===== config.mk =====
export PLATFORM = sky130hd
export DESIGN_NAME = uart_tx_frame
export DESIGN_NICKNAME = d
export VERILOG_FILES = /design/src/rtl/uart_tx_frame.sv
export SDC_FILE = /design/constraint.sdc
export NUM_CORES = 1
export LEC_CHECK = 0
export BUFFER_PORTS_ARGS = -buffer_cell sky130_fd_sc_hd__buf_4
export CAP_MARGIN = 20
export CORE_AREA = 2 2 49 51
export DETAILED_ROUTE_END_ITERATION = 12
export DIE_AREA = 0 0 51 53
export PLACE_DENSITY = 0.71
export RECOVER_POWER = 25
export SYNTH_ARGS = -nofsm -noshare
export SYNTH_HDL_FRONTEND = slang
export SYNTH_SLANG_ARGS = --single-unit

===== constraint.sdc =====
create_clock -name clk -period 1.7 [get_ports clk]
set_input_delay 0.17 -clock clk [delete_from_list [all_inputs] [get_ports clk]]
set_output_delay 0.17 -clock clk [all_outputs]
set_load 0.1 [all_outputs]

===== src/rtl/uart_tx_frame.sv =====
// UART transmitter: accepts one word per frame over valid/ready and serialises it
// as start bit, DATA_BITS data bits (LSB first), optional parity bit, then stop bits.
module uart_tx_frame #(
   parameter int CLKS_PER_BIT = 16,
   parameter int DATA_BITS    = 8,
   parameter int PARITY       = 0,
   parameter int STOP_BITS    = 1
) (
   input  logic                 clk,
   input  logic                 reset,
   input  logic [DATA_BITS-1:0] tx_data,
   input  logic                 tx_valid,
   output logic                 tx_ready,
   output logic                 tx_out,
   output logic                 tx_busy
);

   if (CLKS_PER_BIT < 2 || DATA_BITS < 5 || DATA_BITS > 9 || PARITY < 0 || PARITY > 2 ||
       STOP_BITS < 1 || STOP_BITS > 2) begin : g_param_err
      $error("uart_tx_frame: illegal parameter value");
   end

   localparam int CW = $clog2(CLKS_PER_BIT);
   localparam int BW = $clog2(DATA_BITS);
   localparam int SW = (STOP_BITS > 1) ? $clog2(STOP_BITS) : 1;

   localparam logic [CW-1:0] BAUD_LAST = CW'(CLKS_PER_BIT - 1);
   localparam logic [BW-1:0] BIT_LAST  = BW'(DATA_BITS - 1);
   localparam logic [SW-1:0] STOP_LAST = SW'(STOP_BITS - 1);

   typedef enum logic [2:0] {IDLE, START, DATA, PAR, STOP} state_t;

   state_t               state_q, state_d;
   logic [CW-1:0]        baud_q, baud_d;
   logic [BW-1:0]        bit_q, bit_d;
   logic [SW-1:0]        stop_q, stop_d;
   logic [DATA_BITS-1:0] shift_q, shift_d;
   logic                 par_q, par_d;
   logic                 tx_out_q, tx_out_d;
   logic                 baud_last;
   logic                 accept;

   // Ready is also open on the final stop cycle so a held tx_valid chains frames with no gap.
   assign tx_ready = ~reset & ((state_q == IDLE) |
                               ((state_q == STOP) & (stop_q == STOP_LAST) & (baud_q == BAUD_LAST)));
   assign accept   = tx_valid & tx_ready;
   assign tx_busy  = (state_q != IDLE);
   assign tx_out   = tx_out_q;

   always_comb begin
      state_d   = state_q;
      baud_d    = baud_q;
      bit_d     = bit_q;
      stop_d    = stop_q;
      shift_d   = shift_q;
      par_d     = par_q;
      tx_out_d  = tx_out_q;
      baud_last = (baud_q == BAUD_LAST);

      if (state_q != IDLE) baud_d = baud_last ? '0 : baud_q + 1'b1;

      case (state_q)
         IDLE: tx_out_d = 1'b1;
         START: begin
            if (baud_last) begin
               state_d  = DATA;
               bit_d    = '0;
               tx_out_d = shift_q[0];
            end
         end
         DATA: begin
            if (baud_last) begin
               if (bit_q == BIT_LAST) begin
                  if (PARITY != 0) begin
                     state_d  = PAR;
                     tx_out_d = par_q;
                  end else begin
                     state_d  = STOP;
                     stop_d   = '0;
                     tx_out_d = 1'b1;
                  end
               end else begin
                  bit_d    = bit_q + 1'b1;
                  shift_d  = shift_q >> 1;
                  tx_out_d = shift_q[1];
               end
            end
         end
         PAR: begin
            if (baud_last) begin
               state_d  = STOP;
               stop_d   = '0;
               tx_out_d = 1'b1;
            end
         end
         STOP: begin
            if (baud_last) begin
               if (stop_q == STOP_LAST) begin
                  state_d  = IDLE;
                  tx_out_d = 1'b1;
               end else begin
                  stop_d = stop_q + 1'b1;
               end
            end
         end
         default: begin
            state_d  = IDLE;
            tx_out_d = 1'b1;
         end
      endcase

      // A word can only be taken in IDLE or on the last stop cycle, so it overrides both.
      if (accept) begin
         state_d  = START;
         baud_d   = '0;
         shift_d  = tx_data;
         par_d    = (PARITY == 1) ? ~(^tx_data) : (^tx_data);
         tx_out_d = 1'b0;
      end
   end

   always_ff @(posedge clk or posedge reset) begin
      if (reset) begin
         state_q  <= IDLE;
         baud_q   <= '0;
         bit_q    <= '0;
         stop_q   <= '0;
         shift_q  <= '0;
         par_q    <= 1'b0;
         tx_out_q <= 1'b1;
      end else begin
         state_q  <= state_d;
         baud_q   <= baud_d;
         bit_q    <= bit_d;
         stop_q   <= stop_d;
         shift_q  <= shift_d;
         par_q    <= par_d;
         tx_out_q <= tx_out_d;
      end
   end

endmodule


==> After elaboration in Yosys (flattened, before gate mapping) <==
Index checks and enable logic that the tools add are counted.
{ "totals": {"out_inout_bits": 3, "regBits": 20} }
{ "classes": {"reduce_logical": 12, "n_eq_ne": 20, "bitwise": 7, "n_mux": 33, "add_sub_neg": 3} }
{ "op_table": {"columns": ["op", "n"], "rows": [
  ["2-to-1 mux 8 bit", 4],
  ["2-to-1 mux 3 bit", 10],
  ["inequality test 3 bit, second input constant", 6],
  ["inequality test 2 bit, second input constant", 8],
  ["one-hot mux 3 bit (5 select lines)", 1],
  ["2-to-1 mux 1 bit", 12],
  ["2-to-1 mux 4 bit", 3],
  ["AND reduction 5 bit", 2],
  ["nonzero test 2 bit", 4],
  ["AND reduction 7 bit", 1],
  ["== test 3 x 2 -> 1 bit, second input constant", 2],
  ["== test 3 bit, second input constant", 2],
  ["one-hot mux 3 bit (2 select lines)", 1],
  ["nonzero test 3 bit", 2],
  ["adder 4 x 1 -> 4 bit, second input constant", 1],
  ["bitwise AND 1 bit", 4],
  ["== test 4 bit, second input constant", 1],
  ["one-hot mux 1 bit (4 select lines)", 1],
  ["AND reduction 4 bit", 1],
  ["adder 3 x 1 -> 3 bit, second input constant", 1],
  ["== test 3 x 1 -> 1 bit, second input constant", 1],
  ["logical NOT 3 bit", 1],
  ["one-hot mux 1 bit (3 select lines)", 1],
  ["AND reduction 3 bit", 1],
  ["other kinds (3)", 4]
]} }

==> Longest topological paths before layout <==
{ "logic_depth": {"ltp_word": 8, "ltp_mapped": 7, "mapped_depth_nobuf": 6} }

==> Least setup slack after synthesis <==
OpenSTA, ideal clock, no wires.
{ "synth_path": {"path_kind": "register to register", "start": "register state_q[1]", "end": "register baud_q[0]", "slack_ns": -1.893, "n_path_buf": 1, "synth_period_minus_slack_ns": 3.593, "arrival_ns": 3.472, "path_stages_with_launch": 6, "path_cell_list": "dfrtp_1 buf_4 nor3_4 a21boi_0 and2_2 nor2_1"} }
{ "synth_via": {"elab_chain_cells": 7, "elab_cells_between_ends": 10, "cone_classes": "1 x eq/ne; 1 x mux; 5 x bitwise; 3 x reduce/logical"} }
{ "synth_lines": {"columns": ["element", "line_no", "text"], "rows": [
  ["start, declared", "33", "state_t state_q, state_d;"],
  ["start signal, assigned", "132", "state_q <= state_d;"],
  ["== test 3 bit", "45", "((state_q == STOP) & (stop_q == STOP_LAST) & (baud_q == BAUD_LAST)));"],
  ["bitwise AND 1 bit (2 in a row)", "45", null],
  ["OR 1 bit *", "44", "assign tx_ready = ~reset & ((state_q == IDLE) |"],
  ["bitwise AND 1 bit *", "44", null],
  ["named net tx_ready", "13", "output logic tx_ready,"],
  ["bitwise AND 1 bit *", "46", "assign accept = tx_valid & tx_ready;"],
  ["2-to-1 mux 4 bit or nonzero test 2 bit (tied branches)", null, null],
  ["end signal, assigned", "133", "baud_q <= baud_d;"],
  ["end, declared", "34", "logic [CW-1:0] baud_q, baud_d;"]
]} }
The timed path passes the listed nets; every way through them passes the cells marked *.
A chain may end at the register's enable or synchronous reset.

==> Final worst setup path <==
{ "layout_path": {"start": "register state_q[1]", "end": "output port tx_busy"} }
{ "layout_via": {"elab_chain_cells": 1} }
{ "layout_lines": {"columns": ["element", "line_no", "text"], "rows": [
  ["nonzero test 3 bit", "47", "assign tx_busy = (state_q != IDLE);"],
  ["end, declared", "15", "output logic tx_busy"]
]} }
Every way passes these cells.

==> impl_metrics.json <==
{
  "status": "finished clean",
  "final-instance-count-excl-fill": 150,
  "ios": 14,
  "die_h_um": 53,
  "pwr-share-seq_pct": 38.8,
  "critical_path_cell_with_the_highest_stage_delay": "sky130_fd_sc_hd__dfrtp_2",
  "synth_top_cell_by_area": "sky130_fd_sc_hd__dfrtp_1",
  "wl_met2_um": 1210,
  "via_count_of_the_first_global_routing_pass": 854,
  "finish.utilization_pct": 62.4,
  "yosys-top-cells-area": "sky130_fd_sc_hd__dfrtp_1, sky130_fd_sc_hd__o22a_2, sky130_fd_sc_hd__ha_1, sky130_fd_sc_hd__o21a_1, sky130_fd_sc_hd__nor3_4",
  "synthMuxAreaShare_pct": 2.88,
  "seq_cells_post_synth": 19,
  "vias": 832,
  "worst-path-max-fanout": 6,
  "max_freq_ghz": 0.608,
  "yosys_warnings": 0,
  "clock_pin_slew_worst_setup_and_hold_paths_ps": 110,
  "final_cell_mix": "sky130_fd_sc_hd__buf_4, sky130_fd_sc_hd__dfrtp_1, sky130_fd_sc_hd__nor2_1, sky130_fd_sc_hd__a21oi_1",
  "finalWeightedCongestion": 0.752,
  "reg2reg_setup_slack_ps": 90,
  "dr.pass1.iters": 5,
  "fillers": 182,
  "post_synth_xor_area_fraction_pct": 0.841,
  "cts_root_buf": "sky130_fd_sc_hd__clkbuf_4",
  "cts_made_buffers": 3,
  "critPathLaunchType": "flop",
  "final-setup-viol-count": 0,
  "place.detailed.hpwl_um": 1660,
  "global_route.usage.total_pct": 19.5,
  "final_period_minus_worst_setup_slack_ps": 1640,
  "synth_cells": 96,
  "summed_negative_setup_slack_over_all_endpoints_ps": 0,
  "clkLatencyLatePin_ps": 300,
  "worstSetupPathType": "reg2out",
  "rows": 17,
  "yosys.area_share.simple_pct": 17.8,
  "cellInternalPower_uw": 1260,
  "p_comb_share_pct": 50.9,
  "async_set_or_reset_register_ratio_after_synthesis_pct": 100,
  "clock_power_share_pct": 10.3,
  "cts_tree": "done",
  "fin_worst_hold_slack_ps": 118,
  "synthesis.area_um2": 1040,
  "finalNetCount": 137,
  "clockBufferDepth": 2,
  "syn_nets": 110,
  "cpPeakStageDelay_ps": 480,
  "timing_max_transition_violations_final": 0,
  "largest_family_of_logic_cells_by_synthesized_area": "compound AO/OA/AOI/OAI gates",
  "cts_num_sinks": 19,
  "grt_antenna_before_repair": 0,
  "routed_via_density": 5.55,
  "power_per_cell_area_nw_per_um2": 1650,
  "layout_worst_path_cycle_share_pct": 96.7,
  "top_signal_layer_used": "met4",
  "drive_above_1_share_pct": 41.0,
  "switching_share_pct": 43.4,
  "syn_to_final_growth_pct": 28.8,
  "hold_class": "in2reg",
  "dieWidth_um": 51,
  "final-hold-violation-count": 0,
  "dp_cells": 142,
  "synth.lib_cells_used.distinct": 36,
  "floorplan.die_area_um2": 2700,
  "setup.worst_path.end_class": "primary output",
  "path_common_cell": "sky130_fd_sc_hd__buf_4",
  "synth_largest_type_area_fraction_pct": 43.3,
  "routedLengthMet1_um": 921,
  "final_common_cell": "sky130_fd_sc_hd__buf_4",
  "met3_length_um": 45,
  "post_synth_fa_ha_maj_area_fraction_pct": 3.61,
  "synth_enable_flop_cells": 0,
  "max_cap_violations": 0,
  "vdd_drop_max_v": 0.00130,
  "drcViolationCount": 0,
  "wp_data_arrival_ps": 1470,
  "grt_start_max_net_pins": 15,
  "route.antenna.remaining_nets": 0,
  "power.static_leakage_uw": 0.000573,
  "wl_um": 2200,
  "drt_iter0_markers": 16,
  "sequential_cell_area_fraction_in_the_yosys_report_pct": 45.8,
  "critical_path_required_ps": 1530,
  "coreArea_um2": 2150,
  "r2r_worst_path_depth": 6,
  "route.detailed.wl_per_inst_um": 14.7,
  "crit_chain": "buf_4 > nor3_4 > inv_1 > buf_4",
  "unrepaired_setup_endpoints_after_global_routing": "no",
  "clock_skew_ps": 8.76,
  "grt_first_pass_wirelength_um": 3740,
  "power.switching_uw": 963,
  "area_fraction_in_compound_gates_after_synthesis_pct": 24.0,
  "timing.max_slew.rel_slack_pct": 62.3,
  "worst_slew_pin_slew_ps": 565,
  "initial_cell_density_of_the_core_pct": 48.5,
  "globalRoute.totalOverflow": 0,
  "antenna-diode-count": 0,
  "syn_avg_cell_area_um2": 10.8,
  "yosys_most_used_dff": "sky130_fd_sc_hd__dfrtp_1",
  "htreeDepth": 1,
  "holdPathStages": 3,
  "port_buffers": 13
}
-- final cells by class --
cell class | count | area, µm² | area share, %
Tap cell | 28 | 35.0 | 2.61
Inverter | 5 | 18.8 | 1.40
Sequential cell | 19 | 479 | 35.7
Clock buffer | 4 | 26.3 | 1.96
Timing Repair Buffer | 26 | 210 | 15.7
Multi-Input combinational cell | 68 | 572 | 42.6
-- path summary, 6_finish.rpt --
kind,start,end
hold / removal,tx_data[7],shift_q[7]
min in group asynchronous,reset,state_q[2]
max in group asynchronous,reset,shift_q[3]
hold reg to reg,shift_q[6],shift_q[6]
setup reg to reg,bit_q[0],shift_q[3]
setup / recovery,state_q[1],tx_busy
-- Yosys cell counts, drive strengths merged, types with 2 or more instances --
master / n
nand2: 4
dfrtp: 18
nand3: 5
o21ai: 4
a21oi: 6
nand2b: 3
o2bb2ai: 3
and3: 2
nor2: 7
buf: 3
o22a: 5
inv: 5
mux2i: 3
ha: 3
o21a: 5
a22oi: 2
nor3: 4
-- per-stage QoR --
step	cell area [µm²]	total power (µW)	worst slack (ps)
after floorplan	1080	1640	-26.3
after global placement	1260	1850	46.2
after detailed placement	1260	1900	-20.0
after CTS	1310	2160	5.39
after global routing	1340	2380	3.23
final	1340	2220	55.9
-- per-layer routing --
layer | track usage, % | up-vias
met5 | 0 | -
met4 | 9.46 | 0
met3 | 3.39 | 2
met2 | 34.2 | 10
met1 | 23.0 | 415
li1 | - | 405
-- cell families after synthesis --
family                   Yosys count
AND/OR/NAND/NOR                   28
AO/OA/AOI/OAI                     33
adder cells (fa/ha/maj)            3
XOR/XNOR                           1
flip-flops                        19
multiplexers                       3
buffers and inverters              9
-- worst max-delay path, delay by kind of cell (launching register included) --
kind | cells | cell delay, ps
buf+inv | 3 | 510
simple gates | 1 | 190
flops | 1 | 480
-- repair_timing --
| action | CTS | global route |
|---|---|---|
| hold buffers | 1 | 0 |
| gates cloned | 0 | 0 |
| setup buffers | 0 | 3 |
| hold endpoints to repair | 8 | 0 |
| resized for setup | 4 | 5 |
| pin swaps | 0 | 3 |
| endpoints found under the setup margin | 8 | 13 |
-- power groups by stage --
| stage | logic, µW | clock network (µW) | registers, µW |
|---|---|---|---|
| detailed placement | 1010 | 0 | 895 |
| CTS | 1030 | 240 | 888 |
| global placement | 961 | 0 | 884 |
| global route | 1240 | 254 | 883 |
| floorplan | 741 | 0 | 901 |
| finish | 1130 | 229 | 862 |
-- flip-flops by register name, summed over array words and instances, names as in the netlist --
name and count:
bit_q 3, tx_out 1, baud_q 4, shift_q 8, state_q 3
Note: power is estimated with default switching activity, not from simulation.
